**config.mk**
```make
export PLATFORM = sky130hd
export DESIGN_NAME = mem_arbiter_flat
export DESIGN_NICKNAME = d
export VERILOG_FILES = /design/src/rtl/mem_arbiter_if.sv /design/src/rtl/mem_arbiter.sv /design/src/flat_wrapper.sv
export SDC_FILE = /design/constraint.sdc
export NUM_CORES = 1
export LEC_CHECK = 0
export ABC_AREA = 1
export BUFFER_PORTS_ARGS = -buffer_cell sky130_fd_sc_hd__buf_2
export CELL_PAD_IN_SITES_DETAIL_PLACEMENT = 0
export CELL_PAD_IN_SITES_GLOBAL_PLACEMENT = 1
export CORE_UTILIZATION = 35
export CTS_CLUSTER_SIZE = 14
export DETAILED_ROUTE_END_ITERATION = 6
export PLACE_DENSITY = 0.8
export SETUP_SLACK_MARGIN = 0.02
export SLEW_MARGIN = 20
export SYNTH_ARGS = -nofsm -noshare
export SYNTH_HDL_FRONTEND = slang
export SYNTH_SLANG_ARGS = --single-unit
export TNS_END_PERCENT = 5
```
**constraint.sdc**
```tcl
create_clock -name clk_sys -period 2 [get_ports clk_sys]
set_input_delay 0.2 -clock clk_sys [delete_from_list [all_inputs] [get_ports clk_sys]]
set_output_delay 0.2 -clock clk_sys [all_outputs]
set_load 0.1 [all_outputs]
```
**src/rtl/mem_arbiter_if.sv**
```systemverilog
// Bus bundle for the two-requester memory arbiter.
// Modports are named from the requester side: "master" is the environment
// (requesters plus the Avalon slave), "slave" is the arbiter itself.
interface mem_arbiter_if;
  // requester A (HPS DMA)
  logic [31:0] a_addr;
  logic [31:0] a_din;
  logic        a_rd;
  logic        a_wr;
  logic [31:0] a_dout;
  logic        a_wait;
  // requester B (loader)
  logic [31:0] b_addr;
  logic [31:0] b_din;
  logic [3:0]  b_be;
  logic        b_rd;
  logic        b_wr;
  logic [31:0] b_dout;
  logic        b_wait;
  // Avalon-MM master side
  logic [31:0] av_address;
  logic        av_read;
  logic        av_write;
  logic [31:0] av_writedata;
  logic [3:0]  av_byteenable;
  logic        av_waitrequest;
  logic [31:0] av_readdata;
  logic        av_readdatavalid;
  // status
  logic        timeout_err;

  modport slave (
    input  a_addr, a_din, a_rd, a_wr,
    input  b_addr, b_din, b_be, b_rd, b_wr,
    input  av_waitrequest, av_readdata, av_readdatavalid,
    output a_dout, a_wait, b_dout, b_wait,
    output av_address, av_read, av_write, av_writedata, av_byteenable,
    output timeout_err
  );

  modport master (
    output a_addr, a_din, a_rd, a_wr,
    output b_addr, b_din, b_be, b_rd, b_wr,
    output av_waitrequest, av_readdata, av_readdatavalid,
    input  a_dout, a_wait, b_dout, b_wait,
    input  av_address, av_read, av_write, av_writedata, av_byteenable,
    input  timeout_err
  );
endinterface

```
**src/rtl/mem_arbiter.sv**
```systemverilog
// Two-requester round-robin arbiter onto a single Avalon-MM master port.
// Each requester owns one slot; one Avalon transaction is outstanding at most.
// Index 0 is requester A, index 1 is requester B throughout.
module mem_arbiter #(
  parameter int TIMEOUT = 255
) (
  input logic        clk_sys,
  input logic        reset,
  mem_arbiter_if.slave bus
);

  typedef enum logic [1:0] {IDLE, CMD, RDWAIT} state_t;

  typedef struct packed {
    logic [31:0] addr;
    logic [31:0] data;
    logic [3:0]  be;
    logic        wr;
  } slot_t;

  // compare in 9 bits so TIMEOUT=0 degrades to a one-cycle wait instead of wrapping
  localparam logic [8:0] TO9 = 9'(TIMEOUT);

  state_t            state_q, state_d;
  slot_t [1:0]       slot_q, slot_d;
  logic  [1:0]       pend_q, pend_d;
  logic              last_q, last_d;   // requester served most recently
  logic              gnt_q, gnt_d;     // requester owning the current transaction
  logic  [7:0]       cnt_q, cnt_d;
  logic  [1:0][31:0] dout_q, dout_d;
  logic              terr_q, terr_d;

  logic  [1:0]       rd_i, wr_i;
  logic  [1:0][31:0] addr_i, din_i;
  logic  [1:0][3:0]  be_i;
  logic              nxt;
  slot_t             cur;

  assign rd_i   = {bus.b_rd, bus.a_rd};
  assign wr_i   = {bus.b_wr, bus.a_wr};
  assign addr_i = {bus.b_addr, bus.a_addr};
  assign din_i  = {bus.b_din, bus.a_din};
  assign be_i   = {bus.b_be, 4'hF};
  assign cur    = slot_q[gnt_q];

  // slot capture, grant and transaction sequencing
  always_comb begin
    state_d = state_q;
    slot_d  = slot_q;
    pend_d  = pend_q;
    last_d  = last_q;
    gnt_d   = gnt_q;
    cnt_d   = cnt_q;
    dout_d  = dout_q;
    terr_d  = terr_q;
    nxt     = 1'b0;

    // a busy slot ignores new pulses; write beats read on a simultaneous pulse
    for (int r = 0; r < 2; r++) begin
      if (!pend_q[r] && (rd_i[r] || wr_i[r])) begin
        pend_d[r]      = 1'b1;
        slot_d[r].addr = addr_i[r];
        slot_d[r].data = din_i[r];
        slot_d[r].be   = be_i[r];
        slot_d[r].wr   = wr_i[r];
      end
    end

    case (state_q)
      IDLE: begin
        if (|pend_q) begin
          nxt     = (pend_q == 2'b11) ? ~last_q : pend_q[1];
          gnt_d   = nxt;
          last_d  = nxt;
          state_d = CMD;
        end
      end
      CMD: begin
        if (!bus.av_waitrequest) begin
          if (cur.wr) begin
            pend_d[gnt_q] = 1'b0;
            state_d       = IDLE;
          end else begin
            cnt_d   = 8'd0;
            state_d = RDWAIT;
          end
        end
      end
      RDWAIT: begin
        if (bus.av_readdatavalid) begin
          dout_d[gnt_q] = bus.av_readdata;
          pend_d[gnt_q] = 1'b0;
          state_d       = IDLE;
        end else if (({1'b0, cnt_q} + 9'd1) >= TO9) begin
          dout_d[gnt_q] = 32'hFFFF_FFFF;
          terr_d        = 1'b1;
          pend_d[gnt_q] = 1'b0;
          state_d       = IDLE;
        end else begin
          cnt_d = cnt_q + 8'd1;
        end
      end
      default: state_d = IDLE;
    endcase
  end

  // state registers; reset abandons any transaction in flight
  always_ff @(posedge clk_sys) begin
    if (reset) begin
      state_q <= IDLE;
      slot_q  <= '0;
      pend_q  <= 2'b00;
      last_q  <= 1'b1;
      gnt_q   <= 1'b0;
      cnt_q   <= 8'd0;
      dout_q  <= '0;
      terr_q  <= 1'b0;
    end else begin
      state_q <= state_d;
      slot_q  <= slot_d;
      pend_q  <= pend_d;
      last_q  <= last_d;
      gnt_q   <= gnt_d;
      cnt_q   <= cnt_d;
      dout_q  <= dout_d;
      terr_q  <= terr_d;
    end
  end

  assign bus.av_read       = (state_q == CMD) && !cur.wr;
  assign bus.av_write      = (state_q == CMD) &&  cur.wr;
  assign bus.av_address    = (state_q == CMD) ? cur.addr : 32'd0;
  assign bus.av_writedata  = (state_q == CMD) ? cur.data : 32'd0;
  assign bus.av_byteenable = (state_q == CMD) ? cur.be   : 4'd0;
  assign bus.a_dout        = dout_q[0];
  assign bus.b_dout        = dout_q[1];
  assign bus.a_wait        = pend_q[0];
  assign bus.b_wait        = pend_q[1];
  assign bus.timeout_err   = terr_q;

endmodule
```
**src/flat_wrapper.sv**
```systemverilog
// flat-port wrapper written by rule: the top's interface ports become plain ports
module mem_arbiter_flat 
#(
  parameter int TIMEOUT = 255
)
  (clk_sys, reset, bus_a_addr, bus_a_din, bus_a_rd, bus_a_wr, bus_b_addr, bus_b_din, bus_b_be, bus_b_rd, bus_b_wr, bus_av_waitrequest, bus_av_readdata, bus_av_readdatavalid, bus_a_dout, bus_a_wait, bus_b_dout, bus_b_wait, bus_av_address, bus_av_read, bus_av_write, bus_av_writedata, bus_av_byteenable, bus_timeout_err);
  mem_arbiter_if bus_i ();
  input logic clk_sys;
  input logic reset;
  input wire logic [$bits(bus_i.a_addr)-1:0] bus_a_addr;
  input wire logic [$bits(bus_i.a_din)-1:0] bus_a_din;
  input wire logic [$bits(bus_i.a_rd)-1:0] bus_a_rd;
  input wire logic [$bits(bus_i.a_wr)-1:0] bus_a_wr;
  input wire logic [$bits(bus_i.b_addr)-1:0] bus_b_addr;
  input wire logic [$bits(bus_i.b_din)-1:0] bus_b_din;
  input wire logic [$bits(bus_i.b_be)-1:0] bus_b_be;
  input wire logic [$bits(bus_i.b_rd)-1:0] bus_b_rd;
  input wire logic [$bits(bus_i.b_wr)-1:0] bus_b_wr;
  input wire logic [$bits(bus_i.av_waitrequest)-1:0] bus_av_waitrequest;
  input wire logic [$bits(bus_i.av_readdata)-1:0] bus_av_readdata;
  input wire logic [$bits(bus_i.av_readdatavalid)-1:0] bus_av_readdatavalid;
  output wire logic [$bits(bus_i.a_dout)-1:0] bus_a_dout;
  output wire logic [$bits(bus_i.a_wait)-1:0] bus_a_wait;
  output wire logic [$bits(bus_i.b_dout)-1:0] bus_b_dout;
  output wire logic [$bits(bus_i.b_wait)-1:0] bus_b_wait;
  output wire logic [$bits(bus_i.av_address)-1:0] bus_av_address;
  output wire logic [$bits(bus_i.av_read)-1:0] bus_av_read;
  output wire logic [$bits(bus_i.av_write)-1:0] bus_av_write;
  output wire logic [$bits(bus_i.av_writedata)-1:0] bus_av_writedata;
  output wire logic [$bits(bus_i.av_byteenable)-1:0] bus_av_byteenable;
  output wire logic [$bits(bus_i.timeout_err)-1:0] bus_timeout_err;
  assign bus_i.a_addr = bus_a_addr;
  assign bus_i.a_din = bus_a_din;
  assign bus_i.a_rd = bus_a_rd;
  assign bus_i.a_wr = bus_a_wr;
  assign bus_i.b_addr = bus_b_addr;
  assign bus_i.b_din = bus_b_din;
  assign bus_i.b_be = bus_b_be;
  assign bus_i.b_rd = bus_b_rd;
  assign bus_i.b_wr = bus_b_wr;
  assign bus_i.av_waitrequest = bus_av_waitrequest;
  assign bus_i.av_readdata = bus_av_readdata;
  assign bus_i.av_readdatavalid = bus_av_readdatavalid;
  assign bus_a_dout = bus_i.a_dout;
  assign bus_a_wait = bus_i.a_wait;
  assign bus_b_dout = bus_i.b_dout;
  assign bus_b_wait = bus_i.b_wait;
  assign bus_av_address = bus_i.av_address;
  assign bus_av_read = bus_i.av_read;
  assign bus_av_write = bus_i.av_write;
  assign bus_av_writedata = bus_i.av_writedata;
  assign bus_av_byteenable = bus_i.av_byteenable;
  assign bus_timeout_err = bus_i.timeout_err;
  mem_arbiter #(.TIMEOUT(TIMEOUT)) u_core (.clk_sys(clk_sys), .reset(reset), .bus(bus_i));
endmodule
```
# Word-level counts from Yosys, hierarchy flattened

Index checks and enable logic that the tools add are counted.

Output and inout port bits: 137
Word-level logic and storage cells: 85
Register bits: 214

Equal/unequal tests: 9
Add/subtract/negate cells: 2
Multiplexer cells: 31
Magnitude comparators: 3
Reductions and logical operators: 19
Bitwise logic cells: 5

Operator list:

| kind                                                               | count |
|---|---|
| two-way mux 69 bit                                                 | 2 |
| two-way mux 64 bit                                                 | 2 |
| two-way mux 32 bit                                                 | 3 |
| bitwise mux 64 bit                                                 | 1 |
| OR 64 bit                                                          | 1 |
| demux 32 bit (select 1 bit)                                        | 1 |
| two-way mux 8 bit                                                  | 4 |
| two-way mux 2 bit                                                  | 9 |
| case mux 8 bit (2 select lines)                                    | 1 |
| adder 8 x 1 -> 9 bit (second input constant)                       | 1 |
| greater-or-equal comparator 9 x 8 -> 1 bit (second input constant) | 1 |
| adder 8 x 1 -> 8 bit (second input constant)                       | 1 |
| != test 2 bit (second input constant)                              | 4 |
| case mux 2 bit (3 select lines)                                    | 1 |
| AND reduction 3 bit                                                | 2 |
| logical AND 1 bit                                                  | 5 |
| AND reduction 5 bit                                                | 1 |
| equality test 2 bit (second input constant)                        | 2 |
| two-way mux 1 bit                                                  | 4 |
| two-way mux 4 bit                                                  | 1 |
| case mux 2 bit (2 select lines)                                    | 1 |
| AND reduction 2 bit                                                | 2 |
| nonzero test 2 bit                                                 | 2 |
| logical NOT 1 bit                                                  | 3 |
| 12 further kinds                                                   | 14 |

# Longest topological paths before layout

Depth after elaboration: 9
Mapped depth: 14

# Worst setup path before layout

No wires, ideal clock.

Path kind: reg-to-output
From: register u_core.gnt_q
To: output port bus_av_byteenable[0]
Cell stages (with the launch flop): 7
Slack: -822 ps
Arrival time: 2622 ps
Data required time: 1800 ps
Cell sequence: dfxtp_1 > buf_2 > inv_1 > buf_2 > clkbuf_1 > nand2_1 > a21oi_1

Longest elaborated chain between the ends: 3

RTL lines:

| what                                                   | line               | RTL |
|---|---|---|
| from (decl)                                            | mem_arbiter.sv:28  | `logic gnt_q, gnt_d;` |
| from (signal assigned)                                 | mem_arbiter.sv:123 | `gnt_q <= gnt_d;` |
| two-way mux 69 bit (not written as such) (2 in series) | mem_arbiter.sv:44  | `assign cur = slot_q[gnt_q];` |
| two-way mux 4 bit                                      | mem_arbiter.sv:134 | `assign bus.av_byteenable = (state_q == CMD) ? cur.be : 4'd0;` |
| to (decl)                                              | flat_wrapper.sv:30 | `output wire logic [$bits(bus_i.av_byteenable)-1:0] bus_av_byteenable;` |

No other way between the ends. The select of a mux whose other input is x is not followed.

# Worst setup path after layout

From: register u_core.state_q[1]
To: output port bus_av_address[28]

Longest elaborated chain between the ends: 2

RTL lines:

| what                         | line               | RTL |
|---|---|---|
| from (decl)                  | mem_arbiter.sv:24  | `state_t state_q, state_d;` |
| from (signal assigned)       | mem_arbiter.sv:119 | `state_q <= state_d;` |
| equality test 2 x 1 -> 1 bit | mem_arbiter.sv:132 | `assign bus.av_address = (state_q == CMD) ? cur.addr : 32'd0;` |
| two-way mux 32 bit           | mem_arbiter.sv:132 |  |
| to (decl)                    | flat_wrapper.sv:26 | `output wire logic [$bits(bus_i.av_address)-1:0] bus_av_address;` |

No other way between the ends.

==> impl_metrics.toml <==
[logic_synthesis]
syn_nets = 1582
synthesis.area_um2 = 9570
synth.most_common_cell = "nor2_1"
synth_top_family_by_area = "simple AND/OR/NAND/NOR gates"
synth_xor_area_share_pct = 0.0915
synthCells = 1405
yosys.area.top_type = "dfxtp_1"
synthMuxAreaShare_pct = 0
yosys-top-cells-count = "nor2_1, o21ai_0, dfxtp_1"
ys_async_sr_fraction_pct = 0
yosys_most_used_dff = "dfxtp_1"
yosys.area_share.simple_pct = 30.5
synth_edf_count = 0
ys_ff_latch = 214
ys_seq_area_share_pct = 44.8
synth_compound_area_share_pct = 15.9
synth.distinct_cells = 28
ys_top_cells_by_area = "dfxtp_1, nor2_1, o21ai_0"
postSynthAreaPerCell_um2 = 6.81
yosys.area_share.adder_pct = 0.654
ys_warn_count = 0
synth_top_area_share_pct = 44.8

[die]
rows = 60
dieHeight_um = 167
die_area_um2 = 28000
die_x_um = 167
fp.coreArea_um2 = 26900
ios = 309
start_util_pct = 35.6

[critical_path]
slowest_delay_ns = 0.32
worstPathArrival_ns = 1.91
critical_path.slowest_cell = "dfxtp_2"
rrSetupSlack_ns = 0.01
r2r-end = "u_core.cnt_q[1]"
cp.depth = 8
crit_family = "buffers and inverters"
cp.buffers_inverters = 5
rr_worst_depth = 13
crit_path_start = "u_core.state_q[1]"
r2r-start = "u_core.cnt_q[0]"
path_common_cell = "buf_12"
cp_max_fo = 6
cp-start-kind = "flop"
worstPathCellList = "inv_2, ha_4, buf_12, buf_12, clkbuf_16, o21ai_0, nor2_2, buf_12"
crit_end = "bus_av_address[28]"
crit_path_end_kind = "output pin"
worstSetupPathType = "flop to output pin"
worstPathRequired_ns = 1.80

[job]
max_cap_violations = 0

[hold_path]
hold_path.class = "input pin to flop"

[clock_tree]
htreeDepth = 1
cts_buffer_depth = 3
cts.sinks = 214
cts_buffers = 25
cts-root-buf = "clkbuf_16"
cts_tree = "built"
path_clk_slew_ns = 0.06
clock_latency_ns = 0.53

[global_routing]
grt_pass1_wl_um = 57000
grt_usage_pct = 25.1
first_global_vias = 10600
grt_overflow = 0
grt_max_degree = 69
antenna_found_initial = 6

[routing]
drcViolationCount = 0
route.met2.wl_um = 17000
vias = 10900
vias_per_cell = 5.02
ant_nets = 0
wirelength_um = 36400
first_pass_iters = 5
met3_length_um = 3020
top_layer_used = "met5"
drt-met1-wl_um = 15300
initialDrtViolationCount = 1010
wl_per_cell_um = 16.7

[timing]
fin_skew_ns = 0.00978
period_share_pct = 106
worstMarginPinSlew_ns = 0.614
hold_viol_final = 0
slew_headroom_pct = 59.0
setup_violations = 55
max_freq_mhz = 473
slew_viol_final = 0
holdWs_ns = 0.0419
period_needed_ns = 2.11
fin_ws_ns = -0.114
rsz0062_at_grt = "yes"

[finish]
drive_above_1_share_pct = 29.6
syn2layout_area_growth_pct = 61.1
fin_nets = 1994

[place]
place_hpwl_um = 21700
gp_congestion = 0.887
io_buffers = 308
place_ws_ns = -0.0435

[status]
status = "complete, but fails checks"
violations = "negative setup slack"

[power]
p_leak_nw = 6.85
peakVddDrop_uv = 865
power_density_nw_per_um2 = 1410
stage by stage:
| stage | cell area (um2) | instances | setup TNS (ns) | util, % | power, W |
|---|---|---|---|---|---|
| floorplan | 9770 | 1405 | -18.62 | - | 0.0126 |
| global placement | 12800 | 1986 | 0 | 47.7 | 0.0159 |
| detailed placement | 12800 | 1986 | -0.432 | 47.7 | 0.0160 |
| CTS | 15300 | 2172 | -4.57 | 56.8 | 0.0216 |
| global route | 15400 | 2176 | -9.54 | 57.4 | 0.0229 |
| finish | 15400 | 2178 | -3.24 | 57.4 | 0.0218 |
per-layer routing:
metal  vias up  track usage (%)
li1       5371                -
met1      5072             31.5
met2       424             40.9
met3        65             7.16
met4         4             8.70
met5         -                0
kinds of logic (layout without fill, tap and decap cells):
logic type               count (synthesis)  after routing
AO/OA/AOI/OAI                          291            291
XOR/XNOR                                 1              1
adder cells (fa/ha/maj)                  5              5
buffers and inverters                  191            619
flip-flops                             214            214
other                                    0              4
AND/OR/NAND/NOR                        703            703
layout make-up:
class,instances,area (um2)
well taps,341,427
flip-flops and latches,214,4290
clock buffers,35,723
diodes,4,10.0
inverters,84,318
repair buffers,492,4640
fillers,2408,11500
multi-input cells,1000,4890
clock inverters,8,119
report_power, final:
group	total (W)	leakage, nW	switching [W]	internal [W]
Combinational	0.0113	4.66	0.00776	0.00357
Clock	0.00474	0.419	0.00185	0.00289
Sequential	0.00574	1.77	0.000531	0.00521
Total	0.0218	6.85	0.0101	0.0117
timing repair:
item,CTS,global route
gates resized for setup,38,36
hold buffers,134,0
setup endpoints to repair,108,140
setup buffers,6,0
hold endpoints to repair,134,0
pin swaps,18,31
cloned,4,2
state kept, by name, summed over array words and instances, names as in the netlist:
register                count
u_core.bus.a_dout          32
u_core.bus.b_dout          32
u_core.bus.timeout_err      1
u_core.cnt_q                8
u_core.gnt_q                1
u_core.last_q               1
u_core.pend_q               2
u_core.slot_q             135
u_core.state_q              2
worst min path at each step:
| stage | slack, ns | from | end | cells after the start |
|---|---|---|---|---|
| after detailed placement | 0.42 | bus_a_din[18] | u_core.slot_q[23] | 3 |
| final | 0.04 | bus_av_readdata[23] | u_core.bus.b_dout[23] | 5 |
| after CTS | 0.03 | bus_av_readdata[23] | u_core.bus.b_dout[23] | 5 |
| after floorplan | 0.33 | bus_b_din[26] | u_core.slot_q[100] | 2 |
| after global placement | 0.42 | bus_a_din[18] | u_core.slot_q[23] | 3 |
| after global routing | 0.05 | bus_av_readdata[23] | u_core.bus.b_dout[23] | 5 |
worst min-delay path: cells and delay by family:
kind	cells	cell delay [ns]
AO/OA/AOI/OAI	1	0.09
AND/OR/NAND/NOR	2	0.12
buffers and inverters	2	0.11
layout by cell type, fill, tap and decap left out, drive strengths merged, types with 5 or more instances in the layout:
cell	count
ha	5
clkbuf	37
o21ai	224
nand3	23
or2	21
dfxtp	214
dlygate4sd3	134
buf	356
inv	83
nand2	154
a21oi	59
nor2	435
clkinv	6
nand4	68
No activity file was read; power rests on OpenSTA's default activity.
